$ cat config.mk
export PLATFORM = sky130hd
export DESIGN_NAME = fire_squeeze_sched
export DESIGN_NICKNAME = d
export VERILOG_FILES = /design/src/rtl/fire_sched_pkg.sv /design/src/rtl/sched_delay_line.sv /design/src/rtl/fire_squeeze_sched.sv
export SDC_FILE = /design/constraint.sdc
export NUM_CORES = 1
export LEC_CHECK = 0
export ABC_AREA = 1
export CAP_MARGIN = 20
export CORE_UTILIZATION = 57
export DETAILED_ROUTE_END_ITERATION = 10
export GPL_TIMING_DRIVEN = 0
export PLACE_DENSITY = 0.81
export SYNTH_ARGS = -nofsm -noshare
export SYNTH_HDL_FRONTEND = slang
export SYNTH_SLANG_ARGS = --single-unit
$ cat constraint.sdc
create_clock -name clk -period 3.7 [get_ports clk]
set_input_delay 0.925 -clock clk [delete_from_list [all_inputs] [get_ports clk]]
set_output_delay 0.925 -clock clk [all_outputs]
set_load 0.05 [all_outputs]
$ cat src/rtl/fire_sched_pkg.sv
// Shared types and width helpers for the fire squeeze layer scheduler.
package fire_sched_pkg;

    typedef enum logic [1:0] {
        IDLE  = 2'd0,
        RUN   = 2'd1,
        DRAIN = 2'd2,
        DONE  = 2'd3
    } sched_state_t;

    // Counter width for a value range 0..n-1; never narrower than one bit.
    function automatic int cnt_w(input int n);
        return (n > 1) ? $clog2(n) : 1;
    endfunction

endpackage

$ cat src/rtl/sched_delay_line.sv
// Fixed-depth 1-bit shift register; output is the input delayed DEPTH cycles.
module sched_delay_line #(
    parameter int DEPTH = 1
) (
    input  logic clk,
    input  logic rst,
    input  logic i_d,
    output logic o_q
);

    logic [DEPTH-1:0] r_sh;

    generate
        if (DEPTH == 1) begin : g_single
            always_ff @(posedge clk or posedge rst) begin
                if (rst) r_sh <= '0;
                else     r_sh <= i_d;
            end
        end else begin : g_multi
            always_ff @(posedge clk or posedge rst) begin
                if (rst) r_sh <= '0;
                else     r_sh <= {r_sh[DEPTH-2:0], i_d};
            end
        end
    endgenerate

    assign o_q = r_sh[DEPTH-1];

endmodule

$ cat src/rtl/fire_squeeze_sched.sv
// Issue sequencer for one 1x1 squeeze layer: pixel/channel address walk, MAC clear and ofm write alignment.
// Optional macro FIRE_SQUEEZE_STALL_CNT_EN adds the stall_cycles counter output.
module fire_squeeze_sched
    import fire_sched_pkg::*;
#(
    parameter int WOUT     = 32,
    parameter int CHIN     = 256,
    parameter int DSP_NO   = 32,
    parameter int PIPE_LAT = 2
) (
    input  logic                                 clk,
    input  logic                                 rst,
    input  logic                                 start,
    input  logic                                 stall,
    input  logic                                 ram_feedback,
    output logic                                 layer_en,
    output logic [cnt_w(WOUT*WOUT*CHIN)-1:0]     ifm_rd_addr,
    output logic [cnt_w(CHIN)-1:0]               weight_addr,
    output logic                                 clr,
    output logic                                 ofm_wr_en,
    output logic [cnt_w(WOUT*WOUT)-1:0]          ofm_wr_addr,
    output logic                                 busy,
    output logic                                 done
`ifdef FIRE_SQUEEZE_STALL_CNT_EN
    ,
    output logic [31:0]                          stall_cycles
`endif
);

    localparam int PIX = WOUT * WOUT;
    localparam int AW  = cnt_w(PIX * CHIN);
    localparam int CW  = cnt_w(CHIN);
    localparam int PW  = cnt_w(PIX);
    localparam int DW  = cnt_w(PIPE_LAT + 1);

    generate
        if (WOUT < 1 || CHIN < 2 || DSP_NO < 1 || PIPE_LAT < 1) begin : g_bad_params
            $error("fire_squeeze_sched: unsupported parameter set");
        end
    endgenerate

    sched_state_t    r_state;
    sched_state_t    w_next;
    logic [CW-1:0]   r_ch;
    logic [PW-1:0]   r_pix;
    logic [DW-1:0]   r_drain_cnt;
    logic            r_fb_seen;
    logic            r_layer_en;
    logic [AW-1:0]   r_ifm_addr;
    logic [CW-1:0]   r_w_addr;
    logic [PW-1:0]   r_ofm_addr;
    logic            w_issue;
    logic            w_ch_last;
    logic            w_pix_last;
    logic            w_last_tok;
    logic            w_clr;
    logic            w_wr_en;

    assign w_issue    = (r_state == RUN) && !stall;
    assign w_ch_last  = (r_ch == CW'(CHIN - 1));
    assign w_pix_last = (r_pix == PW'(PIX - 1));
    assign w_last_tok = w_issue && w_ch_last;

    always_ff @(posedge clk or posedge rst) begin
        if (rst) r_state <= IDLE;
        else     r_state <= w_next;
    end

    always_comb begin
        w_next = r_state;
        case (r_state)
            IDLE:    if (start) w_next = RUN;
            RUN:     if (w_last_tok && w_pix_last) w_next = DRAIN;
            DRAIN:   if (r_drain_cnt == DW'(PIPE_LAT)) w_next = DONE;
            DONE:    if (ram_feedback || r_fb_seen) w_next = IDLE;
            default: w_next = IDLE;
        endcase
    end

    always_ff @(posedge clk or posedge rst) begin
        if (rst) begin
            r_ch        <= '0;
            r_pix       <= '0;
            r_drain_cnt <= '0;
            r_fb_seen   <= 1'b0;
            r_layer_en  <= 1'b0;
            r_ifm_addr  <= '0;
            r_w_addr    <= '0;
            r_ofm_addr  <= '0;
        end else begin
            r_layer_en <= w_issue;
            if (r_state == IDLE && start) begin
                r_ch       <= '0;
                r_pix      <= '0;
                r_ofm_addr <= '0;
            end else begin
                if (w_issue) begin
                    r_ifm_addr <= AW'(r_pix) * AW'(CHIN) + AW'(r_ch);
                    r_w_addr   <= r_ch;
                    if (w_ch_last) begin
                        r_ch  <= '0;
                        r_pix <= w_pix_last ? '0 : r_pix + 1'b1;
                    end else begin
                        r_ch <= r_ch + 1'b1;
                    end
                end
                if (w_wr_en)
                    r_ofm_addr <= (r_ofm_addr == PW'(PIX - 1)) ? '0 : r_ofm_addr + 1'b1;
            end
            r_drain_cnt <= (r_state == DRAIN) ? r_drain_cnt + 1'b1 : '0;
            // An early ack is remembered so DONE collapses to a single cycle.
            if ((r_state == RUN || r_state == DRAIN) && ram_feedback)
                r_fb_seen <= 1'b1;
            else if (r_state == DONE && w_next == IDLE)
                r_fb_seen <= 1'b0;
        end
    end

    // Last-channel token reaches the accumulator PIPE_LAT cycles after its issue edge.
    sched_delay_line #(.DEPTH(PIPE_LAT + 1)) u_clr_dly (
        .clk (clk),
        .rst (rst),
        .i_d (w_last_tok),
        .o_q (w_clr)
    );

    sched_delay_line #(.DEPTH(1)) u_wr_dly (
        .clk (clk),
        .rst (rst),
        .i_d (w_clr),
        .o_q (w_wr_en)
    );

`ifdef FIRE_SQUEEZE_STALL_CNT_EN
    logic [31:0] r_stall_cnt;

    always_ff @(posedge clk or posedge rst) begin
        if (rst)
            r_stall_cnt <= '0;
        else if (r_state == IDLE && start)
            r_stall_cnt <= '0;
        else if (r_state == RUN && stall && r_stall_cnt != '1)
            r_stall_cnt <= r_stall_cnt + 1'b1;
    end

    assign stall_cycles = r_stall_cnt;
`endif

    assign layer_en    = r_layer_en;
    assign ifm_rd_addr = r_ifm_addr;
    assign weight_addr = r_w_addr;
    assign clr         = w_clr;
    assign ofm_wr_en   = w_wr_en;
    assign ofm_wr_addr = r_ofm_addr;
    assign busy        = (r_state != IDLE);
    assign done        = (r_state == DONE);

endmodule

======== Word-level counts from Yosys, hierarchy flattened ========
Cells that the tools add are included.
word-level totals
  input bits .............................. 5
  word-level logic and storage cells ...... 60
  register bits after elaboration ......... 64
  output and inout bits ................... 41
operators by class
  reductions and logical operators ........ 18
  muxes and demuxes ....................... 18
  bitwise operators ....................... 1
  equality and inequality tests ........... 7
  add/sub/neg operators ................... 5
operators with widths
  operator               count
  $mux 10                7
  $mux 8                 3
  $add 10x1->10 const B  2
  $eq 10x10->1 const B   2
  $add 18x8->18          1
  $mux 2                 5
  $reduce_bool 2->1      5
  $add 8x1->8 const B    1
  $eq 8x8->1 const B     1
  $pmux 2 s4             1
  $eq 2x2->1 const B     3
  $logic_and 1x1->1      6
  $logic_not 2->1        2
  $reduce_and 2->1       2
  $add 2x1->2 const B    1
  $eq 2x1->1 const B     1
  $logic_or 1x1->1       2
  $mux 1                 2
  $logic_not 1->1        1
  $not 1->1              1

======== Depth between registers and ports, before layout ========
  depth in word-level cells ............... 10
  mapped depth ............................ 14
  depth with buffers taken out ............ 14

======== Hierarchy ========
From an unflattened synthesis, not the netlist that was laid out.
unflattened totals
  cells, all modules ...................... 306
  area total of the unflattened synthesis .. 2687.6 um2
by module, submodules not included
  module                         instances  cells each  area an instance (um2)  seq. area each (um2)
  fire_squeeze_sched             1          300         2580.0                  1301.2
  sched_delay_line at u_clr_dly  1          4           78.8                    75.1
  sched_delay_line at u_wr_dly   1          2           28.8                    25.0

======== Worst setup path after synthesis ========
Ideal clock, no wire load.
  path kind ............................... reg2out
  start ................................... reg r_state[0]
  end ..................................... out busy
  slack ................................... 1.770 ns
  path buffers ............................ 0
  stages on the path, launching flop included .. 4
  required time ........................... 2.775 ns
  arrival time ............................ 1.005 ns
  cells stage by stage .................... dfrtp_1 > inv_1 > ha_1 > inv_1
between the ends
  cells in the longest elaborated chain, start to end .. 1
ends and longest elaborated chain
  element                   RTL line                   text
  start: declaration        fire_squeeze_sched.sv:42   sched_state_t r_state;
  start signal: assignment  fire_squeeze_sched.sv:66   else r_state <= w_next;
  $reduce_bool 2->1         fire_squeeze_sched.sv:155  assign busy = (r_state != IDLE);
  end: declaration          fire_squeeze_sched.sv:22   output logic busy,
Every way passes these cells.

======== Worst setup path in the final report ========
Same ends and word-level chain as after synthesis.

==> flow_summary.html <==
<table>
<tr><th>Metric</th><th>Value</th></tr>
<tr><th colspan="2">Status</th></tr>
<tr><td>Outcome</td><td>completed</td></tr>
<tr><th colspan="2">Run</th></tr>
<tr><td>Max_cap viols</td><td>0</td></tr>
<tr><th colspan="2">Placed design</th></tr>
<tr><td>Final Wtd Congestion</td><td>0.884</td></tr>
<tr><td>Half-perimeter wire length after detailed placement</td><td>3970 um</td></tr>
<tr><td>Count of input and output buffers</td><td>45</td></tr>
<tr><td>Post-Place Cells</td><td>415</td></tr>
<tr><th colspan="2">Detailed routing</th></tr>
<tr><td>Count of vias placed by the detailed router</td><td>2,214</td></tr>
<tr><td>Wire per inst</td><td>12.8 um</td></tr>
<tr><td>Vias per cell</td><td>about 5.2</td></tr>
<tr><td>Count of antenna-violating nets left after detailed routing</td><td>0</td></tr>
<tr><td>Number of iterations in the first detailed-routing pass</td><td>6</td></tr>
<tr><td>Total DRC errors in the routed layout</td><td>0</td></tr>
<tr><td>Total length of routed wires</td><td>between 5000 and 6000 um</td></tr>
<tr><td>First-iteration detailed-routing DRC count</td><td>157</td></tr>
<tr><th colspan="2">Min path</th></tr>
<tr><td>Worst Min Path Start</td><td>u_clr_dly.r_sh[1]$_DFF_PP0_</td></tr>
<tr><td>Worst Hold Path Cells</td><td>0</td></tr>
<tr><td>Endpoint of the worst hold path</td><td>u_clr_dly.r_sh[2]$_DFF_PP0_</td></tr>
<tr><td>Path category of the worst min-delay check</td><td>reg2reg</td></tr>
<tr><th colspan="2">Clock network</th></tr>
<tr><td>Quantity of hold-fixing buffers added after cts</td><td>0</td></tr>
<tr><td>CTS tree</td><td>yes</td></tr>
<tr><td>Post-CTS repair timing setup buffer count</td><td>0</td></tr>
<tr><td>CTS Buf Count</td><td>5</td></tr>
<tr><td>Cts repair resizes</td><td>0</td></tr>
<tr><td>Clk root buf</td><td>sky130_fd_sc_hd__clkbuf_8</td></tr>
<tr><td>Clk pin slew, worst setup/hold paths</td><td>~90 ps</td></tr>
<tr><td>Number of clock sinks</td><td>between 50 and 60</td></tr>
<tr><td>Largest buffer count on any clock path</td><td>2</td></tr>
<tr><td>Insertion delay of the later-clocked pin in the worst-skew pair</td><td>310 ps</td></tr>
<tr><td>H-Tree Depth</td><td>2</td></tr>
<tr><th colspan="2">GRT</th></tr>
<tr><td>Antenna violations before repair</td><td>0</td></tr>
<tr><td>All-layer global routing usage</td><td>23.8%</td></tr>
<tr><td>Largest net degree at the start of global routing</td><td>between 40 and 50</td></tr>
<tr><td>Via count of the first global-routing pass</td><td>slightly above 2,000</td></tr>
<tr><td>Overflow left after global routing</td><td>0</td></tr>
<tr><td>First-pass GRT wire length</td><td>9280 um</td></tr>
<tr><th colspan="2">Worst setup path</th></tr>
<tr><td>Worst R2R End</td><td>ifm_rd_addr[3]$_DFFE_PP0P_</td></tr>
<tr><td>Required time of the worst setup path</td><td>about 2800 ps</td></tr>
<tr><td>Crit-path max cell delay</td><td>~790 ps</td></tr>
<tr><td>Type of destination of the critical path</td><td>primary output</td></tr>
<tr><td>Startpoint of the worst-slack reg-to-reg timing path</td><td>r_state[0]$_DFF_PP0_</td></tr>
<tr><td>Number of cells on the worst reg-to-reg path</td><td>9</td></tr>
<tr><td>Startpoint kind of the worst setup timing path</td><td>flop</td></tr>
<tr><td>Worst EP arrival</td><td>1960 ps</td></tr>
<tr><td>Start-to-end type of the worst setup path</td><td>reg2out</td></tr>
<tr><td>Reg-to-reg setup timing slack</td><td>1590 ps</td></tr>
<tr><td>Critical path's most frequent cell</td><td>sky130_fd_sc_hd__inv_1</td></tr>
<tr><td>CP max stage cell</td><td>sky130_fd_sc_hd__clkdlybuf4s50_1</td></tr>
<tr><td>Worst-path fanout max</td><td>5</td></tr>
<tr><td>Worst-path cell chain</td><td>inv_1, ha_1, inv_1, clkdlybuf4s50_1</td></tr>
<tr><th colspan="2">Final layout</th></tr>
<tr><td># nets final</td><td>384</td></tr>
<tr><td>Highest-count cells in the layout ignoring fill and taps</td><td>73 x sky130_fd_sc_hd__nand2_1, 56 x sky130_fd_sc_hd__dfrtp_1, 45 x sky130_fd_sc_hd__clkdlybuf4s50_1, 39 x sky130_fd_sc_hd__inv_1, 31 x sky130_fd_sc_hd__o21ai_0</td></tr>
<tr><td>Footprint of the flip-flops and latches</td><td>around 1400 um2</td></tr>
<tr><td>Area delta synth-&gt;final</td><td>22.7%</td></tr>
<tr><td>Number of antenna cells inserted</td><td>0</td></tr>
<tr><td>Combined area of the multi-input logic cells</td><td>1050 um2</td></tr>
<tr><td>Layout cell share with drive strength beyond 1</td><td>around a tenth</td></tr>
<tr><td>Number of inserted filler cells in the final layout</td><td>351</td></tr>
<tr><td>Final Non-Filler Cells</td><td>around 420</td></tr>
<tr><td>Commonest non-fill, non-tap cell in the layout</td><td>sky130_fd_sc_hd__nand2_1</td></tr>
<tr><th colspan="2">Synthesis</th></tr>
<tr><td>Post-synthesis register bit count</td><td>56</td></tr>
<tr><td>Yosys top cell area share</td><td>51.8%</td></tr>
<tr><td>Synthesis Warnings</td><td>0</td></tr>
<tr><td>Gate Count Post-Synth</td><td>317</td></tr>
<tr><td>Avg Synthesized Cell Area</td><td>8.54 um2</td></tr>
<tr><td>Sequential area share after synthesis</td><td>51.8%</td></tr>
<tr><td>Main area contributors after synthesis</td><td>sky130_fd_sc_hd__dfrtp_1 52%, sky130_fd_sc_hd__nand2_1 10%, sky130_fd_sc_hd__o21ai_0 5.7%</td></tr>
<tr><td>Number of distinct library cells after synthesis</td><td>30</td></tr>
<tr><td>Post-synthesis cell area</td><td>2710 um2</td></tr>
<tr><td>Post-Synthesis Net Count</td><td>331</td></tr>
<tr><td>Post-synthesis cell type with the largest combined area</td><td>sky130_fd_sc_hd__dfrtp_1</td></tr>
<tr><th colspan="2">Pwr</th></tr>
<tr><td>Static leakage power</td><td>1.52 nW</td></tr>
<tr><td>Maximum vdd drop</td><td>0.459 mV</td></tr>
<tr><td>Total Power</td><td>1.68 mW</td></tr>
<tr><td>Power per Cell Area</td><td>505 nW/um2</td></tr>
<tr><th colspan="2">Floorplanning</th></tr>
<tr><td>Area of the placeable core</td><td>between 4000 and 5000 um2</td></tr>
<tr><td>Number of top-level design ports</td><td>46</td></tr>
<tr><td>Row count</td><td>24</td></tr>
<tr><td>Chip height</td><td>70.9 um</td></tr>
<tr><td>Horizontal die dimension</td><td>70.9 um</td></tr>
<tr><td>Effective utilization at floorplan</td><td>60.9%</td></tr>
<tr><td>Overall die area</td><td>5030 um2</td></tr>
<tr><th colspan="2">Timing</th></tr>
<tr><td>RSZ-0062 raised after global routing</td><td>no</td></tr>
<tr><td>Transition time at the pin with the least slew margin</td><td>566 ps</td></tr>
<tr><td>Final critical path time including I/O delays and setup</td><td>2890 ps</td></tr>
<tr><td>Total count of hold-check failures in the final report</td><td>0</td></tr>
<tr><td>Maximum clock skew at final layout</td><td>8.10 ps</td></tr>
<tr><td>Post-route clock period utilization</td><td>78.1%</td></tr>
<tr><td>Final-report setup violation count</td><td>0</td></tr>
<tr><td>Highest achievable clock rate</td><td>346 MHz</td></tr>
<tr><td>Slew margin rel.</td><td>a little over 60%</td></tr>
<tr><td>Total count of max-transition violations in the final report</td><td>0</td></tr>
<tr><td>Setup TNS Final</td><td>0 ps</td></tr>
</table>
-- Yosys cell counts (all sizes together) --
cell type / number
a31oi: 2
nor3b: 1
inv: 45
nand4: 2
buf: 9
xor2: 2
nor3: 10
a211oi: 2
ha: 9
o32ai: 1
nor4: 1
nor2: 35
o21ai: 32
a21oi: 14
clkbuf: 3
nand3b: 1
nand3: 11
o22ai: 3
dfrtp: 56
o31ai: 1
nand2: 76
and3: 1
-- cell families after synthesis --
| family | count (synthesis) | share of synthesized area [%] |
|---|---|---|
| AO/OA/AOI/OAI | 55 | 11.0 |
| XOR/XNOR | 2 | 0.647 |
| adder cells (fa/ha/maj) | 9 | 4.16 |
| buffers and inverters | 57 | 9.29 |
| flip-flops | 56 | 51.8 |
| AND/OR/NAND/NOR | 138 | 23.2 |
-- critical path: cells and delay by family (launching register included) --
kind / cells / cell delay, ps
adders and majority gates: 1 / 250
buffers and inverters: 3 / 970
DFF: 1 / 440
-- flip-flops by register name, summed over array words and instances (netlist names) --
name            count
ifm_rd_addr        18
layer_en            1
ofm_wr_addr        10
r_ch                8
r_drain_cnt         2
r_fb_seen           1
r_pix              10
r_state             2
u_clr_dly.r_sh      3
u_wr_dly.o_q        1
-- metrics by stage --
stage	hold WS (ps)	instance area (um2)	worst slack, ps	utilization [%]
3_5_place_dp	336	3240	961	72.9
5_1_grt	364	3320	726	74.7
4_1_cts	353	3320	806	74.7
6_report	354	3320	811	74.7
2_1_floorplan	331	2710	1400	-
3_3_place_gp	332	3220	417	72.5
-- power breakdown --
| part | internal (mW) | total, mW | switching [mW] |
|---|---|---|---|
| clock network | 0.129 | 0.316 | 0.187 |
| logic | 0.197 | 0.637 | 0.440 |
| registers | 0.670 | 0.724 | 0.0546 |
| total | 0.996 | 1.68 | 0.681 |
-- worst max-delay path by stage --
stage / cells after the start / from / slack [ps] / endpoint
2_1_floorplan: 1 / rst / 1400 / ifm_rd_addr[0]$_DFFE_PP0P_
6_report: 4 / r_state[0]$_DFF_PP0_ / 810 / busy
4_1_cts: 4 / r_state[0]$_DFF_PP0_ / 810 / busy
3_5_place_dp: 8 / start / 960 / ifm_rd_addr[11]$_DFFE_PP0P_
3_3_place_gp: 2 / rst / 420 / ifm_rd_addr[13]$_DFFE_PP0P_
5_1_grt: 4 / r_state[0]$_DFF_PP0_ / 730 / busy
-- cell type report --
type / count / area share (%)
clock buffer: 6 / 2.19
timing repair buffer: 46 / 14.2
sequential: 56 / 42.2
inverter: 45 / 5.09
tap: 52 / 1.96
multi-input combinational: 204 / 31.7
clock inverter: 1 / 0.151
buffer: 12 / 2.49
-- routing by layer --
layer  vias to the layer above  track usage [%]  share of wire [%]
met5                         -                0                  0
met3                        11             5.27                3.5
met2                        50             39.5                 47
met1                      1039             31.1                 47
li1                       1114                -                  -
met4                         0             8.44                1.8
Note: power is estimated with default switching activity, not from simulation.
==> RTL edit 1 (config.mk and constraints unchanged) <==
Set the parameter `WOUT` to 64 (it was 32).
--- a/src/rtl/fire_squeeze_sched.sv
+++ b/src/rtl/fire_squeeze_sched.sv
@@ -3,7 +3,7 @@
 module fire_squeeze_sched
     import fire_sched_pkg::*;
 #(
-    parameter int WOUT     = 32,
+    parameter int WOUT     = 64,
     parameter int CHIN     = 256,
     parameter int DSP_NO   = 32,
     parameter int PIPE_LAT = 2
Ports: changed (resized ifm_rd_addr and ofm_wr_addr); port bits go from 46 to 50. No check against the original RTL was run, so the function may have changed too.
==> RTL edit 1 against the original RTL <==
Synthesized area is 12% higher; combinational power is 9.9% higher; routed wire length is 19% higher; sequential cell count is 6 higher; critical path depth stayed put; design area is 14% higher; total power is 21% higher; first-iteration DRC count is 6.4% lower; core utilization is 0.68 points lower; largest cell class unchanged; die area is 11% higher; setup slack better by 0.039 ns.
==> RTL edit 1: results (changes against the original RTL) <==
.. list-table::
   :header-rows: 1

   * - Metric
     - Value
   * - Crit path arrival time
     - 1.93 ns (-0.03 ns)
   * - TritonCTS buffer count
     - 9 (+4)
   * - Worst ir drop on vdd
     - 0.3616 mV (-21%)
   * - Most used standard cells in the synthesized netlist
     - sky130_fd_sc_hd__nand2_1 (82), sky130_fd_sc_hd__dfrtp_1 (62), sky130_fd_sc_hd__inv_1 (53), sky130_fd_sc_hd__o21ai_0 (40), sky130_fd_sc_hd__nor2_1 (28)
   * - Leakage Power
     - 0.001808 µW (+19%)
   * - Post-DP HPWL
     - 4785 µm (+21%)
   * - Terminus of the critical flop-to-flop path
     - ofm_wr_addr[11]
   * - Count of port buffers added during placement
     - 49 (+8.9%)
   * - Worst hold path startpoint
     - u_clr_dly.r_sh[0]
   * - Run status
     - completed
   * - Post-synth net total
     - 370 (+12%)
   * - Hold Path Cell Cnt
     - 0 (unchanged)
   * - Cells taking the most area after synthesis
     - sky130_fd_sc_hd__dfrtp_1 (51%), sky130_fd_sc_hd__nand2_1 (10%), sky130_fd_sc_hd__o21ai_0 (6.6%)
   * - First-pass GRT wire length
     - 10890 µm (+17%)
   * - Count of H-tree levels built during CTS
     - 3 (+1)
   * - Setup slack of the most critical reg-to-reg path
     - 1.70 ns (+0.11 ns)
   * - DRT Pass-1 Iters
     - 5 (-1)
   * - Count of routing violations after the opening detailed-route iteration
     - 147 (-6.4%)
   * - Layout net count
     - 431 (+12%)
   * - Latest clock arrival within the worst-skew pair
     - 0.34 ns (+0.03 ns)
   * - Routability Congestion
     - 0.8747 (-1.0%)
   * - Maximum number of pins on one net before global-route repair
     - 44 (-2.2%)
   * - Total of fill cells in the finished design
     - 413 (+18%)
   * - Metal-1 WL
     - 2832 µm (+11%)
   * - Met2 routed WL
     - 3257 µm (+27%)
   * - Mean routed wirelength per cell
     - 13.10 µm (+2.2%)
   * - Number of global-route vias before repair
     - 2443 (+18%)
   * - Headroom to the max-slew limit
     - 0.6447 (+0.02204)
   * - Reported net switching power
     - 802.4 µW (+18%)
   * - Fraction of layout instances using a drive strength above 1
     - 0.09716 (-0.002844)
   * - Met3 Routed Length
     - 240 µm (+28%)
   * - Placement Setup Slack
     - 1.065 ns (+0.1045 ns)
   * - Clock input transition at the sequential cells of the worst setup and hold paths
     - 0.06 ns (-0.03 ns)
   * - FF-to-FF path depth
     - 8 (-1)
   * - Largest fanout on the critical path
     - 4 (-1)
   * - Standard cell area after detailed placement
     - 0.003618 mm² (+12%)
   * - Final worst clock skew
     - 0.002188 ns (-0.005908 ns)
-- RTL edit 1: changes by cell type in the layout (fill, tap and decap cells not counted), sizes merged, moves of 2 or more --
cell / delta
a21oi: +6
nand4: +6
nand3: +2
inv: +9
o21ai: +12
a31oi: -2
clkbuf: +8
nor3: -4
a211oi: -2
clkdlybuf4s50: +4
nand2: +10
dfrtp: +6
-- RTL edit 1: metrics by stage --
stage,std cells,hold slack [ns]
after floorplan,356,0.3312
after CTS,492,0.3489
after detailed placement,476,0.3347
after global routing,492,0.3529
final,492,0.3488
after global placement,475,0.3336
-- RTL edit 1: worst max path at each step --
| stage | start | end | slack [ns] | cells after the start |
|---|---|---|---|---|
| final | r_state[0] | busy | 0.85 | 4 |
| after global routing | r_state[0] | busy | 0.76 | 4 |
| after CTS | r_state[0] | busy | 0.83 | 4 |
| after detailed placement | start | r_pix[3] | 1.07 | 7 |
| after global placement | rst | ifm_rd_addr[1] | 0.18 | 2 |
| after floorplan | rst | ifm_rd_addr[0] | 1.23 | 1 |
-- RTL edit 1: power groups by stage --
stage | clock network (µW) | registers (µW) | logic (µW)
5_1_grt | 540 | 834 | 768
6_report | 512 | 823 | 700
4_1_cts | 519 | 822 | 705
2_1_floorplan | 0 | 961 | 349
3_5_place_dp | 0 | 833 | 703
3_3_place_gp | 0 | 829 | 678
-- RTL edit 1: cell families (layout without fill, tap and decap cells) --
family                     Yosys count  after routing  share of synthesized area
and+or+nand+nor                    150            150                     0.2332
AOI/OAI and AO/OA                   68             68                     0.1197
buffers and inverters               66            132                    0.09320
DFF                                 62             62                     0.5137
adders and majority gates            9              9                    0.03728
xor gates and xnor gates             1              1                   0.002900
-- RTL edit 1: critical path, cell delays in order, from the launching register on --
cell and delay, ns:
sky130_fd_sc_hd__dfrtp_1 0.40, sky130_fd_sc_hd__inv_1 0.11, sky130_fd_sc_hd__ha_1 0.23, sky130_fd_sc_hd__inv_1 0.06
sky130_fd_sc_hd__clkdlybuf4s50_1 0.79
-- RTL edit 1: layout make-up --
cell class	instances	area, µm²	area share
Buffer	12	78.83	0.02085
Clock buffer	15	156.4	0.04138
Clock inverter	1	5.005	0.001324
Inverter	54	202.7	0.05362
Multi-Input combinational cell	228	1187	0.3141
Sequential cell	62	1551	0.4105
Tap cell	70	87.58	0.02317
Timing Repair Buffer	50	510.5	0.1351
-- RTL edit 1: routing by layer --
| layer | GRT usage | vias up |
|---|---|---|
| li1 | - | 1260 |
| met1 | 0.3360 | 1213 |
| met2 | 0.4334 | 76 |
| met3 | 0.05622 | 13 |
| met4 | 0.1405 | 0 |
| met5 | 0 | - |
==> RTL edit 2 (config.mk and constraints unchanged) <==
Made on the original files. Encoding of `sched_state_t`: now one-hot (4 bits for 4 states).
--- a/src/rtl/fire_sched_pkg.sv
+++ b/src/rtl/fire_sched_pkg.sv
@@ -1,11 +1,11 @@
 // Shared types and width helpers for the fire squeeze layer scheduler.
 package fire_sched_pkg;
 
-    typedef enum logic [1:0] {
-        IDLE  = 2'd0,
-        RUN   = 2'd1,
-        DRAIN = 2'd2,
-        DONE  = 2'd3
+    typedef enum logic [3:0] {
+        IDLE  = 4'b0001,
+        RUN   = 4'b0010,
+        DRAIN = 4'b0100,
+        DONE  = 4'b1000
     } sched_state_t;
 
     // Counter width for a value range 0..n-1; never narrower than one bit.
Check against the original RTL: same outputs for any inputs over 10 cycles, from zero or initial values and one cycle with rst high; not proved beyond that.
==> RTL edit 2 against the original RTL <==
Sequential cell count is 2 higher; setup slack better by 0.041 ns; total power is 27% higher; hold slack worse by 0.0015 ns; routed wire length is 17% higher; synthesized area is 9.0% higher; clock skew hardly changed; register-to-register slack better by 0.46 ns; design area is 11% higher; first-iteration DRC count is 27% higher; core utilization is 0.97 points higher.
==> RTL edit 2: results (changes against the original RTL) <==
.. list-table::
   :header-rows: 1

   * - Metric
     - Value
   * - Leakage Power
     - 0.001741 µW (+14%)
   * - Largest fanout on the critical path
     - 4 (-1)
   * - GRT Overall Usage
     - 0.2669 (+0.02856)
   * - Post-synthesis cell type count
     - 33 (+10%)
   * - Metal-1 WL
     - 2811 µm (+10%)
   * - Most used standard cells in the synthesized netlist
     - sky130_fd_sc_hd__nand2_1 (104), sky130_fd_sc_hd__dfrtp_1 (57), sky130_fd_sc_hd__inv_1 (35), sky130_fd_sc_hd__nor2_1 (29), sky130_fd_sc_hd__o21ai_1 (23)
   * - Met3 track demand over resource
     - 0.05556 (+0.002849)
   * - Met2 routed WL
     - 3093 µm (+21%)
   * - Headroom to the max-slew limit
     - 0.6558 (+0.03308)
   * - Post-cts resize count
     - 0 (unchanged)
   * - Most frequently used flop master after synthesis
     - sky130_fd_sc_hd__dfrtp_1
   * - Latest clock arrival within the worst-skew pair
     - 0.35 ns (+0.04 ns)
   * - Cells taking the most area after synthesis
     - sky130_fd_sc_hd__dfrtp_1 (48%), sky130_fd_sc_hd__nand2_1 (13%), sky130_fd_sc_hd__inv_1 (4.5%)
   * - CTS root buffer
     - sky130_fd_sc_hd__clkbuf_8
   * - TritonCTS buffer count
     - 9 (+4)
   * - Post-synth net total
     - 364 (+10%)
   * - Count of port buffers added during placement
     - 45 (unchanged)
   * - Fraction of layout instances using a drive strength above 1
     - 0.1439 (+0.04388)
   * - Sequential element share of the synthesized area
     - 0.4924 (-0.02543)
   * - Routability Congestion
     - 0.9048 (+2.4%)
   * - Register cell area after layout
     - 0.001453 mm² (+3.7%)
   * - Number of global-route vias before repair
     - 2424 (+17%)
   * - Final worst clock skew
     - 0.008036 ns (-0.00005992 ns)
   * - Run status
     - completed
   * - Count of routing violations after the opening detailed-route iteration
     - 199 (+27%)
   * - Count of H-tree levels built during CTS
     - 3 (+1)
   * - DRT Pass-1 Iters
     - 5 (-1)
   * - Total of fill cells in the finished design
     - 365 (+4.0%)
   * - Worst ir drop on vdd
     - 0.4128 mV (-10%)
   * - Warnings, synthesis
     - 0 (unchanged)
   * - Clock input transition at the sequential cells of the worst setup and hold paths
     - 0.06 ns (-0.03 ns)
   * - Mean routed wirelength per cell
     - 13.12 µm (+2.3%)
   * - Largest incremental delay on the critical path
     - 0.80 ns
   * - GR met1 Demand/Resource
     - 0.3348 (+0.02352)
   * - Met3 Routed Length
     - 346 µm (+84%)
   * - Top delay family on crit path
     - buffers and inverters
   * - First-pass GRT wire length
     - 10830 µm (+17%)
   * - Asr flop ratio synth
     - 1.000 (unchanged)
   * - Post-DP HPWL
     - 4500 µm (+13%)
   * - Layout net count
     - 421 (+9.6%)
   * - Crit path arrival time
     - 1.92 ns (-0.04 ns)
   * - Met2 usage
     - 0.4384 (+0.04308)
   * - Standard cell area after detailed placement
     - 0.003505 mm² (+8.1%)
   * - Antenna Diode Count
     - 0 (unchanged)
   * - Via Count
     - 2486 (+12%)
[RTL edit 2: path summary, 6_finish.rpt]
| check | from | endpoint | slack, ns | cells after the start |
|---|---|---|---|---|
| worst max register to register | r_pix[0] | r_pix[3] | 2.05 | 8 |
| worst min register to register | u_clr_dly.r_sh[1] | u_clr_dly.r_sh[2] | 0.35 | 0 |
| min in group asynchronous | rst | ifm_rd_addr[4] | 0.87 | 2 |
| max in group asynchronous | rst | r_state[0] | 2.23 | 3 |
| worst max-delay path | r_state[1] | done | 0.85 | 4 |
| worst min-delay path | u_clr_dly.r_sh[1] | u_clr_dly.r_sh[2] | 0.35 | 0 |
[RTL edit 2: layout make-up]
cell class	instances	share of cell area
multi-input combinational	243	0.3356
clock buffer	13	0.04059
inverter	39	0.03990
buffer	15	0.03274
clock inverter	3	0.004093
tap	67	0.02285
sequential	58	0.3960
timing repair buffer	46	0.1282
[RTL edit 2: cells by family (layout without fill, tap and decap cells)]
logic type | after synthesis | count (layout) | share of synthesized area
DFF | 58 | 58 | 0.4924
xor gates and xnor gates | 2 | 2 | 0.005938
adders and majority gates | 4 | 4 | 0.01696
AOI/OAI and AO/OA | 43 | 43 | 0.08185
and+or+nand+nor | 194 | 194 | 0.3126
buffers and inverters | 54 | 116 | 0.09033
[RTL edit 2: where the power goes]
group	leakage, µW	switching [µW]	internal (µW)
combinational	0.000860	556	285
clock	0.0000872	247	258
sequential	0.000794	64.6	717
total	0.00174	867	1260
[RTL edit 2: stage by stage]
stage,std cells,hold WS (ns),setup slack (ns)
floorplan,355,0.3312,1.349
global placement,467,0.3328,0.3265
detailed placement,468,0.3356,1.216
CTS,484,0.3570,0.8431
global route,484,0.3746,0.7336
finish,484,0.3521,0.8515
